[src/rtl/micro_chk_pkg.sv]
// Shared types and constants for the micro tile self-test checker.
package micro_chk_pkg;

  // Sequencer states, visited in order for one run
  typedef enum logic [2:0] {
    IDLE,
    PT,
    REL,
    CNT,
    FIN
  } state_e;

  // Phase codes recorded with the first mismatch
  localparam logic PH_PT  = 1'b0;
  localparam logic PH_CNT = 1'b1;

  // ui_in value driven once the tile is out of reset; the tile must ignore it
  localparam logic [7:0] REL_UI_VAL = 8'hFF;

  // Leading zero samples caused by the tile's internal reset synchroniser
  localparam int CNT_SYNC_ZEROS = 2;

  // Expected tile count at counter-phase sample j
  function automatic logic [7:0] cnt_expected(input logic [9:0] j);
    logic [9:0] shifted;
    shifted = j - 10'(CNT_SYNC_ZEROS - 1);
    if (j < 10'(CNT_SYNC_ZEROS)) begin
      cnt_expected = 8'h00;
    end else begin
      cnt_expected = shifted[7:0];
    end
  endfunction

endpackage

[src/rtl/micro_chk_scoreboard.sv]
// Mismatch scoreboard: saturating error count plus capture of the first mismatch.
module micro_chk_scoreboard
  import micro_chk_pkg::*;
(
  input  logic       clk,
  input  logic       rst,
  input  logic       clear,
  input  logic       cmp_en,
  input  logic       phase,
  input  logic [7:0] exp,
  input  logic [7:0] act,
  output logic       mismatch,
  output logic [7:0] err_count,
  output logic       first_err_phase,
  output logic [7:0] first_err_exp,
  output logic [7:0] first_err_act
);

  logic [7:0] err_count_q, err_count_d;
  logic       first_phase_q, first_phase_d;
  logic [7:0] first_exp_q, first_exp_d;
  logic [7:0] first_act_q, first_act_d;

  // Count mismatches; a zero count means nothing has been captured yet this run
  always_comb begin
    mismatch      = cmp_en && (exp != act);
    err_count_d   = err_count_q;
    first_phase_d = first_phase_q;
    first_exp_d   = first_exp_q;
    first_act_d   = first_act_q;
    if (clear) begin
      err_count_d   = 8'h00;
      first_phase_d = 1'b0;
      first_exp_d   = 8'h00;
      first_act_d   = 8'h00;
    end else if (mismatch) begin
      if (err_count_q != 8'hFF) begin
        err_count_d = err_count_q + 8'h01;
      end
      if (err_count_q == 8'h00) begin
        first_phase_d = phase;
        first_exp_d   = exp;
        first_act_d   = act;
      end
    end
  end

  // Scoreboard registers with synchronous reset
  always_ff @(posedge clk) begin
    if (rst) begin
      err_count_q   <= 8'h00;
      first_phase_q <= 1'b0;
      first_exp_q   <= 8'h00;
      first_act_q   <= 8'h00;
    end else begin
      err_count_q   <= err_count_d;
      first_phase_q <= first_phase_d;
      first_exp_q   <= first_exp_d;
      first_act_q   <= first_act_d;
    end
  end

  assign err_count       = err_count_q;
  assign first_err_phase = first_phase_q;
  assign first_err_exp   = first_exp_q;
  assign first_err_act   = first_act_q;

endmodule

[config.mk]
export PLATFORM = sky130hd
export DESIGN_NAME = micro_chk_scoreboard
export DESIGN_NICKNAME = d
export VERILOG_FILES = /design/src/rtl/micro_chk_pkg.sv /design/src/rtl/micro_chk_scoreboard.sv
export SDC_FILE = /design/constraint.sdc
export NUM_CORES = 1
export LEC_CHECK = 0
export BUFFER_PORTS_ARGS = -buffer_cell sky130_fd_sc_hd__buf_2
export CAP_MARGIN = 10
export CORE_MARGIN = 1.5
export CORE_UTILIZATION = 33
export DETAILED_ROUTE_END_ITERATION = 16
export GPL_TIMING_DRIVEN = 0
export PLACE_DENSITY_LB_ADDON = 0.05
export SLEW_MARGIN = 30
export SYNTH_ARGS = -nofsm -noshare
export SYNTH_HDL_FRONTEND = slang
export SYNTH_SLANG_ARGS = --single-unit
[constraint.sdc]
create_clock -name clk -period 4.8 [get_ports clk]
set_input_delay 0.96 -clock clk [delete_from_list [all_inputs] [get_ports clk]]
set_output_delay 0.96 -clock clk [all_outputs]
set_load 0.01 [all_outputs]
[Word level (Yosys, flattened, before mapping)]
Index checks and enable logic that the tools add are counted.
Operators by class
  $add $sub $neg: 1
  $mul: 0
  divide/modulo/power cells: 0
  $lt $le $gt $ge: 0
  equality and inequality tests: 2
  shift operators: 0
  muxes and demuxes: 0
  bitwise logic cells: 0
  reduce and logical (&&, ||, !) cells: 5
Operators with widths (number)
  $add 8x1->8 const B: 1
  $logic_not 8->1: 1
  $ne 8x8->1: 1
  $ne 8x8->1 const B: 1
  $reduce_and 2->1: 2
  $reduce_or 2->1: 1
  $logic_and 1x1->1: 1
Storage, ports and cells
  flip-flop bits (word level): 25
  bits in latches: 0
  bits in writable memories: 0
  bits in read-only memories: 0
  bits of input ports: 21
  logic and storage cells: 12
  memories: 0

[Logic depth before layout (Yosys ltp)]
Gate-level depths: netlist of the first run.
  word-level depth: 3
  depth in mapped cells: 9

[Least setup slack after synthesis of the first run]
No wires, ideal clock.
  path kind: input -> output
  from: input exp[1]
  to: output mismatch
  arrival time: 1.826 ns
  slack: 2.014 ns
  stages: 5
  cells stage by stage: xor2_1 -> nor4_1 -> a21bo_2 -> inv_2 -> buf_6
Between the ends
  longest elaborated chain between the ends: 2
Ends and longest elaborated chain
  start: declaration: line micro_chk_scoreboard.sv:10  | input logic [7:0] exp,
  $ne 8x8->1: line micro_chk_scoreboard.sv:26  | mismatch = cmp_en && (exp != act);
  $logic_and 1x1->1: line micro_chk_scoreboard.sv:26
  end: declaration: line micro_chk_scoreboard.sv:12  | output logic mismatch,
Every way passes these cells.

[Worst setup path after layout of the first run]
  from: input exp[6]
  to: output mismatch
The elaborated chain is that of the path after synthesis.

==> results of run 1 <==
## stage by stage
step	cell area, µm²	total power (W)	util
4_1_cts	1479	0.0003779	0.4397
3_3_place_gp	1453	0.0002797	0.4319
5_1_grt	1479	0.0003941	0.4397
2_1_floorplan	1165	0.0002568	-
3_5_place_dp	1453	0.0002809	0.4319
6_report	1479	0.0003701	0.4397
## per-layer routing
layer | vias to the layer above | track usage | routed length [µm]
li1 | 535 | - | -
met1 | 485 | 0.1932 | 1250
met2 | 26 | 0.2540 | 1331
met3 | 4 | 0.01982 | 109
met4 | 0 | 0.05000 | 33
met5 | - | 0 | 0
## worst max-delay path, cell delays in order
cell	delay, ps
buf_2	110
xor2_1	150
nor4_1	430
a21bo_2	270
inv_2	60
buf_6	140
buf_2	140
## flip-flops by register name, indices dropped and copies added (netlist names)
signal	flops
err_count	8
first_err_act	8
first_err_exp	8
first_err_phase	1
## cell families after synthesis
group                      synth area share
xor gates and xnor gates            0.06015
AOI/OAI and AO/OA                    0.1332
buffers and inverters               0.05155
DFF                                  0.4296
muxes                                0.1375
and+or+nand+nor                      0.1665
adders and majority gates           0.02148
## cells in the mapped netlist, drive strengths merged (2+ instances only)
cell	number	area, µm²
dfxtp	25	500.5
nor2	22	82.58
mux2i	16	160.2
xor2	8	70.07
nand2	6	22.52
a41o	4	45.04
clkbuf	4	15.01
inv	4	15.01
a21oi	3	15.01
and3	3	18.77
buf	3	30.03
a211oi	2	20.02
a31oi	2	12.51
ha	2	25.02
nand3	2	15.01
nand4	2	12.51
nor4	2	12.51
o21ai	2	10.01
## power groups by stage
stage | sequential [W] | combinational (W) | clock (W)
after floorplan | 0.000223 | 0.0000337 | 0
after global placement | 0.000220 | 0.0000595 | 0
after detailed placement | 0.000220 | 0.0000604 | 0
after CTS | 0.000216 | 0.0000605 | 0.000101
after global routing | 0.000217 | 0.0000662 | 0.000111
final | 0.000216 | 0.0000596 | 0.0000947
## path summary, 6_finish.rpt
kind / from / end / slack (ps) / cells past startpoint
worst max-delay path: exp[6] / mismatch / 1580 / 7
worst min register to register: first_err_phase / first_err_phase / 470 / 2
worst min-delay path: first_err_phase / first_err_phase / 470 / 2
worst max register to register: err_count[0] / first_err_act[0] / 2880 / 9
## final cells by class
type / instances / area [µm²] / area share
buffer: 7 / 45.04 / 0.03046
clock buffer: 4 / 26.28 / 0.01777
inverter: 4 / 15.01 / 0.01015
multi-input combinational: 86 / 604.3 / 0.4086
sequential: 25 / 500.5 / 0.3384
tap: 46 / 57.56 / 0.03892
timing repair buffer: 46 / 230.2 / 0.1557
==> impl_metrics.csv, run 1 <==
group,metric,value,unit
outcome,status,"complete, no violations",
yosys,syn_area,1165,µm²
yosys,syn_avg_cell_area,9.548,µm²
clock_tree,numCtsBuffers,3,
route,detail_route.wl_per_cell,12.50,µm
layout,layout.cells.non_filler,218,
route,drt_iter0_markers,51,
layout,final_common_cell,"buf_2",
timing,max_freq,310.2,MHz
yosys,syn_inst,122,
power_and_ir_drop,switching_share,0.2610,
clock_tree,htreeDepth,1,
timing,skew,3.018,ps
timing,setup_viol,0,
floorplanning,pin_count,47,
timing,maxSlewHeadroom,0.6561,
route,vias,1050,
layout,drive_gt1_frac,0.3663,
placement,dp_slack,1542,ps
yosys,synth_ff_type,"dfxtp_1",
floorplanning,rows,21,
power_and_ir_drop,p_int,0.0002735,W
route,antenna_left,0,
hold_path,min_path_type,"reg2reg",
timing,post-route-min-period,3224,ps
clock_tree,clk_pin_slew,130,ps
timing,hold_slack,466.4,ps
worst_setup_path,critPathKind,"in2out",
global_route,antenna_found_initial,0,
route,drt_pass1_iterations,4,
layout,nFillCells,388,
worst_setup_path,critPathCaptureType,"primary output",
power_and_ir_drop,p_seq_frac,0.583,
route,drc,0,
placement,post-dp-hpwl,2067,µm
yosys,async_reset_ff_frac,0,
worst_setup_path,crit_required,3840,ps
clock_tree,postCtsHoldBufs,0,
clock_tree,cts_tree,"yes",
worst_setup_path,critPathMaxFanout,10,
global_route,grt.overflow.total,0,
global_route,grt_first_pass_wirelength,4733,µm
placement,gp_congestion,0.7105,
power_and_ir_drop,power_frac_clock,0.256,
yosys,synth_cell_types,32,
route,wl,2724,µm
layout,syn_to_final_growth,26.96,%
clock_tree,clkLatencyLatePin,320,ps
worst_setup_path,crit_path_start_kind,"input port",
timing,hold_violations,0,
timing,final.setup.tns,0,ps
floorplanning,coreArea,3363,µm²
global_route,grt_use_total,0.1487,
layout,num_antenna_cells,0,
clock_tree,cts_setup_buffers,0,
layout,nets,196,
floorplanning,dieArea,3895,µm²
clock_tree,cts_num_sinks,25,
yosys,synth_nets,145,
yosys,synth.ff_latch_count,25,
clock_tree,cts_buffer_depth,2,
yosys,synth_edf_count,0,
worst_setup_path,arrival,2260,ps
placement,post-place-cells,214,
clock_tree,ctsResizeCount,0,
timing,post-route-period-util,0.6717,
global_route,grt_pass1_vias,1032,
power_and_ir_drop,p_comb_frac,0.161,
timing,rsz0062_at_grt,"no",
clock_tree,root_buffer,"clkbuf_4",
power_and_ir_drop,irDropWorstVdd,112.7,µV
yosys,yosysWarnings,0,
floorplanning,die_y,62.41,µm
route,viasPerCell,4.817,
yosys,yosysSeqAreaShare,0.4296,
layout,layout_common_cells,"buf_2, dfxtp_1, nor2_1",
placement,port_buffers,46,
timing,layout_setup_ws,1576,ps
flow_run,max_cap_viol_count,0,
timing,tightest_slew,513.9,ps
timing,slew_violations,0,
global_route,grt_max_degree,14,
power_and_ir_drop,p_sw,0.00009662,W
floorplanning,dieWidth,62.41,µm
floorplanning,initial_utilization,0.3464,
power_and_ir_drop,cellPowerDensity,250.3,nW/µm²
power_and_ir_drop,power.leakage,0.7171,nW
Note: power is estimated with default switching activity, not from simulation.
==> run 2: changes to the inputs <==
--- a/config.mk
+++ b/config.mk
@@ -5,6 +5,7 @@
 export SDC_FILE = /design/constraint.sdc
 export NUM_CORES = 1
 export LEC_CHECK = 0
+export ABC_AREA = 1
 export BUFFER_PORTS_ARGS = -buffer_cell sky130_fd_sc_hd__buf_2
 export CAP_MARGIN = 10
 export CORE_MARGIN = 1.5
==> constraint.sdc (replaced) <==
create_clock -name clk -period 2.9 [get_ports clk]
set_input_delay 0.58 -clock clk [delete_from_list [all_inputs] [get_ports clk]]
set_output_delay 0.58 -clock clk [all_outputs]
set_load 0.01 [all_outputs]
==> impl_metrics.csv, run 2 <==
group,metric,value,unit
outcome,status,"complete, no violations",
global_route,grt_use_total,0.1566,
timing,post-route-min-period,2065,ps
timing,maxSlewHeadroom,0.6506,
yosys,yosysMostFrequentCell,"nand2_1",
route,wl,3295,µm
placement,post-dp-hpwl,2503,µm
timing,layout_setup_ws,834.9,ps
global_route,grt_first_pass_wirelength,5347,µm
yosys,syn_inst,228,
clock_tree,htreeDepth,1,
route,drt_iter0_markers,61,
route,drt_pass1_iterations,4,
placement,dp_slack,825.9,ps
yosys,synth_area_leaders,"dfxtp_1, nand2_1, nor2_1, inv_1, nand3_1",
timing,slew_violations,0,
worst_setup_path,crit_required,2320,ps
floorplanning,rows,23,
layout,syn_to_final_growth,24.62,%
clock_tree,cts_setup_buffers,0,
floorplanning,pin_count,47,
yosys,netlist.area_leader.share,0.3607,
worst_setup_path,arrival,1490,ps
layout,num_antenna_cells,0,
global_route,grt_max_degree,16,
yosys,synth_edf_count,0,
floorplanning,die_y,67.85,µm
clock_tree,cts_num_sinks,25,
clock_tree,cts_tree,"yes",
worst_setup_path,critPathCaptureType,"primary output",
yosys,async_reset_ff_frac,0,
timing,setup_viol,0,
flow_run,max_cap_viol_count,0,
floorplanning,initial_utilization,0.3444,
timing,rsz0062_at_grt,"no",
layout,nets,302,
yosys,synth_ff_type,"dfxtp_1",
route,detail_route.wl_per_cell,10.05,µm
yosys,yosysTopAreaCell,"dfxtp_1",
timing,hold_violations,0,
clock_tree,cts_buffer_depth,2,
floorplanning,coreArea,4029,µm²
worst_setup_path,critPathMaxFanout,10,
timing,max_freq,484.2,MHz
worst_setup_path,critPathKind,"in2out",
placement,gp_congestion,0.7867,
yosys,synth_commonest_cells,"nand2_1, nor2_1, inv_1",
route,antenna_left,0,
yosys,syn_avg_cell_area,6.086,µm²
clock_tree,clk_pin_slew,90,ps
yosys,synth_nets,251,
worst_setup_path,crit_path_start_kind,"input port",
hold_path,min_path_type,"reg2reg",
placement,port_buffers,46,
global_route,grt.overflow.total,0,
timing,post-route-period-util,0.7121,
clock_tree,numCtsBuffers,3,
yosys,syn_area,1388,µm²
global_route,grt_pass1_vias,1178,
yosys,yosysWarnings,0,
layout,nFillCells,473,
floorplanning,dieWidth,67.85,µm
global_route,antenna_found_initial,0,
timing,tightest_slew,524.1,ps
clock_tree,root_buffer,"clkbuf_8",
clock_tree,postCtsHoldBufs,0,
yosys,synth_cell_types,20,
power_and_ir_drop,cellPowerDensity,413.4,nW/µm²
yosys,yosysSeqAreaShare,0.3607,
route,vias,1357,
clock_tree,clkLatencyLatePin,280,ps
power_and_ir_drop,irDropWorstVdd,305.0,µV
timing,final.setup.tns,0,ps
yosys,synth.ff_latch_count,25,
layout,final_common_cell,"nand2_1",
layout,drive_gt1_frac,0.2194,
clock_tree,ctsResizeCount,0,
layout,layout_common_cells,"nand2_1, nor2_1, buf_2",
floorplanning,dieArea,4603,µm²
route,viasPerCell,4.137,
timing,skew,9.101,ps
route,drc,0,
power_and_ir_drop,power.leakage,0.9602,nW
-- run 2: final cells by class --
| type | count | area [µm²] | share of cell area |
|---|---|---|---|
| multi-input combinational | 156 | 686.9 | 0.3973 |
| sequential | 25 | 500.5 | 0.2894 |
| timing repair buffer | 46 | 230.2 | 0.1331 |
| inverter | 40 | 150.1 | 0.08683 |
| tap | 50 | 62.56 | 0.03618 |
| buffer | 7 | 50.05 | 0.02894 |
| clock buffer | 3 | 41.29 | 0.02388 |
| clock inverter | 1 | 7.507 | 0.004342 |
-- run 2: cells by family (layout without fill, tap and decap cells) --
kind of cell	after synthesis	count (layout)	share of synthesized area
compound gates	2	2	0.009016
xor+xnor	4	4	0.02525
simple gates	148	148	0.4427
flops	25	25	0.3607
fa+ha+maj	2	2	0.01803
buf+inv	47	97	0.1443
-- run 2: layer usage --
metal | GRT usage | wire length (µm) | share of wire
met1 | 0.2030 | 1641 | 0.50
met2 | 0.2525 | 1438 | 0.44
met3 | 0.05099 | 189 | 0.057
met4 | 0.03750 | 27 | 0.0082
met5 | 0 | 0 | 0
-- run 2: stage by stage --
| stage | area [µm²] | hold WS (ps) | total power, W | utilization | instances |
|---|---|---|---|---|---|
| finish | 1729 | 511.9 | 0.0007149 | 0.4292 | 328 |
| global route | 1729 | 536.1 | 0.0007628 | 0.4292 | 328 |
| CTS | 1729 | 513.9 | 0.0007319 | 0.4292 | 328 |
| detailed placement | 1680 | 496.9 | 0.0005063 | 0.4171 | 324 |
| global placement | 1680 | 501.7 | 0.0005057 | 0.4171 | 324 |
| floorplan | 1388 | 532.7 | 0.0004547 | - | 228 |
-- run 2: worst max-delay path, cell delays in order --
cell      delay [ps]
buf_2            140
clkbuf_1         350
a21boi_0         240
buf_2            170
-- run 2: final timing paths --
kind                          from          endpoint  slack, ps  depth (start not counted)
setup / recovery            cmp_en          mismatch        830                          4
hold / removal    first_err_exp[1]  first_err_exp[1]        510                          4
setup reg to reg      err_count[0]  first_err_exp[7]       1450                          9
hold reg to reg   first_err_exp[1]  first_err_exp[1]        510                          4
-- run 2: power breakdown --
part	switching, W	internal (W)	total (W)
combinational	0.0000785	0.0000540	0.000132
sequential	0.00000680	0.000356	0.000363
clock	0.000122	0.0000975	0.000219
total	0.000207	0.000508	0.000715
